### src/rtl/lsu_pkg.sv
// Shared definitions for the load/store unit: op encodings, reset level and FSM states.
package lsu_pkg;

    localparam int ALU_OP_BUS = 5;

    localparam logic [ALU_OP_BUS-1:0] ALU_OP_ADD = 5'd0;
    localparam logic [ALU_OP_BUS-1:0] ALU_OP_SUB = 5'd1;
    localparam logic [ALU_OP_BUS-1:0] ALU_OP_LB  = 5'd8;
    localparam logic [ALU_OP_BUS-1:0] ALU_OP_LH  = 5'd9;
    localparam logic [ALU_OP_BUS-1:0] ALU_OP_LW  = 5'd10;
    localparam logic [ALU_OP_BUS-1:0] ALU_OP_LBU = 5'd11;
    localparam logic [ALU_OP_BUS-1:0] ALU_OP_LHU = 5'd12;
    localparam logic [ALU_OP_BUS-1:0] ALU_OP_SB  = 5'd13;
    localparam logic [ALU_OP_BUS-1:0] ALU_OP_SH  = 5'd14;
    localparam logic [ALU_OP_BUS-1:0] ALU_OP_SW  = 5'd15;

    localparam logic        RST_ENABLE = 1'b0;
    localparam logic [31:0] ZERO_WORD  = 32'h0000_0000;

    typedef enum logic [1:0] {
        LSU_IDLE = 2'd0,
        LSU_REQ  = 2'd1,
        LSU_WAIT = 2'd2,
        LSU_DONE = 2'd3
    } lsu_state_e;

    function automatic logic lsu_is_load(input logic [ALU_OP_BUS-1:0] op);
        case (op)
            ALU_OP_LB, ALU_OP_LH, ALU_OP_LW, ALU_OP_LBU, ALU_OP_LHU: return 1'b1;
            default: return 1'b0;
        endcase
    endfunction

    function automatic logic lsu_is_store(input logic [ALU_OP_BUS-1:0] op);
        case (op)
            ALU_OP_SB, ALU_OP_SH, ALU_OP_SW: return 1'b1;
            default: return 1'b0;
        endcase
    endfunction

    // Halfword ops need an even address, word ops need a word-aligned one.
    function automatic logic lsu_misaligned(input logic [ALU_OP_BUS-1:0] op,
                                            input logic [1:0] addr_lo);
        case (op)
            ALU_OP_LH, ALU_OP_LHU, ALU_OP_SH: return addr_lo[0];
            ALU_OP_LW, ALU_OP_SW:             return (addr_lo != 2'b00);
            default:                          return 1'b0;
        endcase
    endfunction

endpackage

### src/rtl/lsu_load_extend.sv
// Combinational load expansion: selects a byte/halfword/word of the read word and
// sign- or zero-extends it to 32 bits.
module load_extend
    import lsu_pkg::*;
(
    input  logic [ALU_OP_BUS-1:0] alu_op_i,
    input  logic [1:0]            offset_i,
    input  logic [31:0]           rdata_i,
    output logic [31:0]           data_o
);

    logic [7:0]  byte_s;
    logic [15:0] half_s;

    assign byte_s = rdata_i[{offset_i, 3'b000} +: 8];
    assign half_s = offset_i[1] ? rdata_i[31:16] : rdata_i[15:0];

    // Extend the selected lane according to the op.
    always_comb begin
        data_o = ZERO_WORD;
        case (alu_op_i)
            ALU_OP_LB:  data_o = {{24{byte_s[7]}}, byte_s};
            ALU_OP_LBU: data_o = {24'h00_0000, byte_s};
            ALU_OP_LH:  data_o = {{16{half_s[15]}}, half_s};
            ALU_OP_LHU: data_o = {16'h0000, half_s};
            ALU_OP_LW:  data_o = rdata_i;
            default:    data_o = ZERO_WORD;
        endcase
    end

endmodule

### src/rtl/lsu.sv
// Load/store unit: single-outstanding req/gnt/rsp data-memory port with registered outputs.
// Optional build macro: LSU_MISALIGN_CHECK_EN aborts misaligned halfword/word accesses.
module lsu
    import lsu_pkg::*;
#(
    parameter int MEM_TIMEOUT = 255
) (
    input  logic                  clk,
    input  logic                  rst,
    input  logic                  in_valid_i,
    output logic                  in_ready_o,
    input  logic [ALU_OP_BUS-1:0] alu_op_i,
    input  logic [31:0]           alu_result_i,
    input  logic [31:0]           rmem_addr_i,
    input  logic [31:0]           wmem_addr_i,
    input  logic [7:0]            wmem_mask_i,
    input  logic [31:0]           store_data_i,
    input  logic [31:0]           read_offset_i,
    output logic                  mem_req_o,
    output logic                  mem_we_o,
    output logic [31:0]           mem_addr_o,
    output logic [31:0]           mem_wdata_o,
    output logic [7:0]            mem_wmask_o,
    input  logic                  mem_gnt_i,
    input  logic                  mem_rvalid_i,
    input  logic [31:0]           mem_rdata_i,
    output logic                  out_valid_o,
    input  logic                  out_ready_i,
    output logic [31:0]           out_data_o,
    output logic                  err_o
);

    localparam int   CNT_W      = (MEM_TIMEOUT > 1) ? $clog2(MEM_TIMEOUT + 1) : 1;
    localparam logic TIMEOUT_EN = (MEM_TIMEOUT != 0);

    lsu_state_e            state_q;
    logic                  in_ready_q, mem_req_q, mem_we_q, out_valid_q, err_q;
    logic [31:0]           mem_addr_q, mem_wdata_q, out_data_q;
    logic [7:0]            mem_wmask_q;
    logic [ALU_OP_BUS-1:0] op_q;
    logic [1:0]            off_q;
    logic [CNT_W-1:0]      cnt_q;

    logic                  is_load_d, is_store_d, misalign_d;
    logic [31:0]           addr_d, rsp_data_d, ext_d;
    logic                  unused_offset_s;

    assign unused_offset_s = ^read_offset_i[31:2];
    assign is_load_d  = lsu_is_load(alu_op_i);
    assign is_store_d = lsu_is_store(alu_op_i);
    assign addr_d     = is_store_d ? wmem_addr_i : rmem_addr_i;
`ifdef LSU_MISALIGN_CHECK_EN
    assign misalign_d = lsu_misaligned(alu_op_i, addr_d[1:0]);
`else
    assign misalign_d = 1'b0;
`endif

    load_extend u_load_extend (
        .alu_op_i (op_q),
        .offset_i (off_q),
        .rdata_i  (mem_rdata_i),
        .data_o   (ext_d)
    );

    // A store's response is only an acknowledge, so it writes back zero.
    assign rsp_data_d = mem_we_q ? ZERO_WORD : ext_d;

    // Transaction FSM with all outputs registered.
    always_ff @(posedge clk) begin
        if (rst == RST_ENABLE) begin
            state_q     <= LSU_IDLE;
            in_ready_q  <= 1'b1;
            mem_req_q   <= 1'b0;
            mem_we_q    <= 1'b0;
            mem_addr_q  <= ZERO_WORD;
            mem_wdata_q <= ZERO_WORD;
            mem_wmask_q <= 8'h00;
            out_valid_q <= 1'b0;
            out_data_q  <= ZERO_WORD;
            err_q       <= 1'b0;
            op_q        <= ALU_OP_ADD;
            off_q       <= 2'b00;
            cnt_q       <= {CNT_W{1'b0}};
        end else begin
            case (state_q)
                LSU_IDLE: begin
                    if (in_valid_i) begin
                        in_ready_q <= 1'b0;
                        if ((is_load_d || is_store_d) && misalign_d) begin
                            state_q     <= LSU_DONE;
                            out_valid_q <= 1'b1;
                            out_data_q  <= ZERO_WORD;
                            err_q       <= 1'b1;
                        end else if (is_load_d || is_store_d) begin
                            state_q     <= LSU_REQ;
                            mem_req_q   <= 1'b1;
                            mem_we_q    <= is_store_d;
                            mem_addr_q  <= {addr_d[31:2], 2'b00};
                            mem_wdata_q <= is_store_d ? (store_data_i << {wmem_addr_i[1:0], 3'b000})
                                                      : ZERO_WORD;
                            mem_wmask_q <= wmem_mask_i;
                            op_q        <= alu_op_i;
                            off_q       <= read_offset_i[1:0];
                        end else begin
                            state_q     <= LSU_DONE;
                            out_valid_q <= 1'b1;
                            out_data_q  <= alu_result_i;
                            err_q       <= 1'b0;
                        end
                    end else begin
                        state_q <= LSU_IDLE;
                    end
                end
                LSU_REQ: begin
                    if (mem_gnt_i && mem_rvalid_i) begin
                        mem_req_q   <= 1'b0;
                        state_q     <= LSU_DONE;
                        out_valid_q <= 1'b1;
                        out_data_q  <= rsp_data_d;
                        err_q       <= 1'b0;
                    end else if (mem_gnt_i) begin
                        mem_req_q <= 1'b0;
                        state_q   <= LSU_WAIT;
                        cnt_q     <= CNT_W'(MEM_TIMEOUT);
                    end else begin
                        state_q <= LSU_REQ;
                    end
                end
                LSU_WAIT: begin
                    if (mem_rvalid_i) begin
                        state_q     <= LSU_DONE;
                        out_valid_q <= 1'b1;
                        out_data_q  <= rsp_data_d;
                        err_q       <= 1'b0;
                    end else if (TIMEOUT_EN && (cnt_q == {CNT_W{1'b0}})) begin
                        state_q     <= LSU_DONE;
                        out_valid_q <= 1'b1;
                        out_data_q  <= ZERO_WORD;
                        err_q       <= 1'b1;
                    end else if (TIMEOUT_EN) begin
                        cnt_q <= cnt_q - CNT_W'(1);
                    end else begin
                        state_q <= LSU_WAIT;
                    end
                end
                LSU_DONE: begin
                    if (out_ready_i) begin
                        state_q     <= LSU_IDLE;
                        out_valid_q <= 1'b0;
                        err_q       <= 1'b0;
                        in_ready_q  <= 1'b1;
                    end else begin
                        state_q <= LSU_DONE;
                    end
                end
                default: begin
                    state_q     <= LSU_IDLE;
                    in_ready_q  <= 1'b1;
                    mem_req_q   <= 1'b0;
                    out_valid_q <= 1'b0;
                    err_q       <= 1'b0;
                end
            endcase
        end
    end

    assign in_ready_o  = in_ready_q;
    assign mem_req_o   = mem_req_q;
    assign mem_we_o    = mem_we_q;
    assign mem_addr_o  = mem_addr_q;
    assign mem_wdata_o = mem_wdata_q;
    assign mem_wmask_o = mem_wmask_q;
    assign out_valid_o = out_valid_q;
    assign out_data_o  = out_data_q;
    assign err_o       = err_q;

endmodule

### config.mk
export PLATFORM = sky130hd
export DESIGN_NAME = lsu
export DESIGN_NICKNAME = d
export VERILOG_FILES = /design/src/rtl/lsu_pkg.sv /design/src/rtl/lsu_load_extend.sv /design/src/rtl/lsu.sv
export SDC_FILE = /design/constraint.sdc
export NUM_CORES = 1
export LEC_CHECK = 0
export CAP_MARGIN = 25
export CORE_MARGIN = 2
export CORE_UTILIZATION = 41
export CTS_CLUSTER_SIZE = 14
export DETAILED_ROUTE_END_ITERATION = 8
export PLACE_DENSITY = 0.88
export SLEW_MARGIN = 30
export SYNTH_ARGS = -nofsm -noshare
export SYNTH_HDL_FRONTEND = slang
export SYNTH_SLANG_ARGS = --single-unit
### constraint.sdc
create_clock -name clk -period 3 [get_ports clk]
set_input_delay 0.9 -clock clk [delete_from_list [all_inputs] [get_ports clk]]
set_output_delay 0.9 -clock clk [all_outputs]
set_load 0.005 [all_outputs]
==> results.py <==
metrics = {
    "place": {
        "dp_hpwl_microns": 17000,
        "dp_slack_ps": 138,
        "dpl.cell_count": 1240,
        "gp_congestion": 0.931,
        "io_buffers": 285,
    },
    "timing": {
        "setup_ws_ps": 562,
        "fin_crit_sh": 0.813,
        "setup_violations": 0,
        "setup_tns_ps": 0,
        "fin_crit_ps": 2440,
        "finClkSkew_ps": 8.62,
        "grt_setup_unrepaired": "false",
        "hold_viol": 0,
        "tightest_slew_ps": 768,
        "fmax_mhz": 410,
        "slew_headroom": 0.487,
        "maxSlewViolCount": 0,
    },
    "clock_tree": {
        "cts_setup_buffers": 0,
        "cts_buffers": 17,
        "cts_tree": "done",
        "cts_sinks": 124,
        "clk_pin_slew_ps": 50,
        "ctsHtreeMaxLevel": 4,
        "worstSkewPairLatency_ps": 410,
        "cts_max_path_buffers": 2,
        "cts_resized": 0,
        "clock-root-buffer": "clkbuf_16",
        "hold_buffers": 0,
    },
    "synth": {
        "synth_edf_count": 0,
        "yosysTopAreaCell": "dfxtp_1",
        "async_flop_share": 0,
        "yosysWarnings": 0,
        "netlist_area_sq_mm": 0.00640,
        "synth_cell_types": 58,
        "synth-main-ff-cell": "dfxtp_1",
        "synth.top_cells.by_area": "dfxtp_1, nand2_1, mux2i_1",
        "avgSynthCellArea_sq_um": 7.91,
        "yosysTopAreaCellShare": 0.388,
        "ys_seq_elements": 124,
        "seq_area_frac_synth": 0.388,
        "postSynthCellCount": 809,
    },
    "grt": {
        "grt-ovfl-total": 0,
        "grt_pass1_wl_microns": 34900,
        "grt_pass1_vias": 6787,
        "antenna_found_initial": 0,
        "grt_max_degree": 104,
        "grt.total_usage": 0.270,
    },
    "cells_and_area": {
        "stdcell_count": 1272,
        "fin_nets": 1288,
        "drive_gt1_frac": 0.0747,
        "n_antenna_cell": 0,
        "area_delta_synth_final_pct": 58.2,
    },
    "power_and_ir_drop": {
        "leakage_uw": 0.00372,
        "ir_drop_mv": 0.339,
        "combinationalPowerShare": 0.382,
        "netSwitchingPower_uw": 2170,
        "intPower_uw": 4620,
        "p_per_area_mw_per_mm2": 671,
        "power_frac_seq": 0.322,
        "clkPwrFrac": 0.296,
        "switching_share": 0.320,
    },
    "routing": {
        "drt.antenna.violating_nets": 0,
        "met3_length_microns": 2170,
        "vias": 7108,
        "vias_per_cell": 5.59,
        "firstDrtPassIters": 7,
        "wl_per_cell_microns": 18.2,
        "dr_wl_met2_microns": 11000,
        "top_layer": "met4",
        "route.detailed.drc": 0,
        "routed_wl_microns": 23100,
        "first_iter_violations": 400,
        "drt-met1-wl_microns": 9060,
    },
    "die": {
        "num_rows": 45,
        "coreArea_sq_mm": 0.0152,
        "die-area_sq_mm": 0.0166,
        "die_w_microns": 129,
        "io_pins": 320,
        "die_h_microns": 129,
        "initial_core_util": 0.421,
    },
    "critical_path": {
        "criticalPathCategory": "in2reg",
        "start_kind": "primary input",
        "arrival_ps": 2770,
        "crit_required_ps": 3330,
        "worstSetupEndpointType": "flop",
        "crit_path_max_fanout": 18,
    },
    "flow_run": {
        "drv_cap": 0,
    },
    "run_status": {
        "outcome": "finished clean",
    },
    "hold_path": {
        "min-delay-path-class": "reg2reg",
    },
}
## final cells by class
type | count | area, sq um
Tap cell | 188 | 235
Sequential cell | 124 | 2480
Inverter | 7 | 27.5
Clock buffer | 22 | 464
Fill cell | 1236 | 5080
Multi-Input combinational cell | 609 | 3610
Clock inverter | 10 | 116
Timing Repair Buffer | 312 | 3180
## worst max-delay path, stage by stage
cell,delay (ps)
clkdlybuf4s50_1,410
nor2b_1,130
buf_4,140
o21a_1,230
nor4_4,280
buf_12,220
nand2_1,110
buf_12,160
o22ai_1,160
## sequential cells by signal (all words and copies together) (netlist names)
register,count
mem_wdata_o,32
out_data_o,32
mem_addr_o,30
cnt_q,8
mem_wmask_o,8
op_q,5
off_q,2
state_q,2
err_o,1
in_ready_o,1
mem_req_o,1
mem_we_o,1
out_valid_o,1
## through the flow
stage / power, uW / hold slack (ps) / util / instance area, sq um
finish: 6790 / 459 / 0.666 / 10100
global route: 7190 / 481 / 0.666 / 10100
CTS: 6840 / 460 / 0.666 / 10100
detailed placement: 4810 / 453 / 0.627 / 9540
global placement: 4740 / 444 / 0.627 / 9540
floorplan: 3600 / 453 / - / 6400
## synth_stat cells, types with 2 or more instances
library cell,instances
nand3_1,17
a311oi_1,32
a2111oi_0,2
nor4_1,2
inv_1,6
buf_2,6
nor2b_1,21
nor4bb_1,2
a21boi_0,2
a22o_1,7
a211oi_1,2
nor4b_1,2
nor3_1,7
nand4_1,5
nor3b_2,2
nand2_1,136
o21ai_0,26
mux2i_1,40
xor2_1,7
a31oi_1,15
dfxtp_1,124
nand4b_1,2
nor2_1,103
a21oi_1,72
ha_1,6
o21bai_1,2
mux2_2,15
o21a_1,2
o2bb2ai_1,2
o22ai_1,14
nand2b_1,3
nor4_4,2
nor3b_1,2
buf_1,12
a22oi_1,33
and3_1,3
clkbuf_1,49
and4_1,2
buf_4,3
## per-layer routing
metal / vias to the layer above / track usage
li1: 3404 / -
met1: 3309 / 0.305
met2: 340 / 0.459
met3: 55 / 0.0852
met4: 0 / 0.136
met5: - / 0
## power groups by stage
| stage | registers [uW] | logic (uW) | clock network (uW) |
|---|---|---|---|
| CTS | 2190 | 2600 | 2050 |
| finish | 2190 | 2590 | 2010 |
| global placement | 2210 | 2530 | 0 |
| detailed placement | 2220 | 2590 | 0 |
| floorplan | 2210 | 1390 | 0 |
| global route | 2220 | 2830 | 2130 |
## placed cells by master (no fill, tap or decap), drive strengths merged, types with 3 or more instances in the layout
master,n
clkdlybuf4s50,285
nand2,136
dfxtp,124
nor2,103
a21oi,72
mux2i,40
a22oi,33
a311oi,32
o21ai,27
buf,27
clkbuf,22
nor2b,21
nand3,17
mux2,15
a31oi,15
o22ai,14
nor3,7
a22o,7
xor2,7
clkinv,7
inv,6
ha,6
nand4,5
nor4,4
nor3b,4
nand2b,3
a21boi,3
and3,3
## final timing paths
| path | endpoint | start | cells after the start | slack, ps |
|---|---|---|---|---|
| worst max-delay path | out_data_o[31] | alu_op_i[3] | 9 | 560 |
| worst min-delay path | mem_wmask_o[7] | mem_wmask_o[7] | 2 | 460 |
| worst max register to register | out_data_o[31] | state_q[0] | 9 | 830 |
| worst min register to register | mem_wmask_o[7] | mem_wmask_o[7] | 2 | 460 |
## cell families after synthesis
family,share of synthesized area
muxes,0.0925
buffers and inverters,0.0481
AOI/OAI and AO/OA,0.227
adders and majority gates,0.0117
DFF,0.388
xor gates and xnor gates,0.0110
and+or+nand+nor,0.221
other,0.000586
Power figures use the tool's default switching activity.
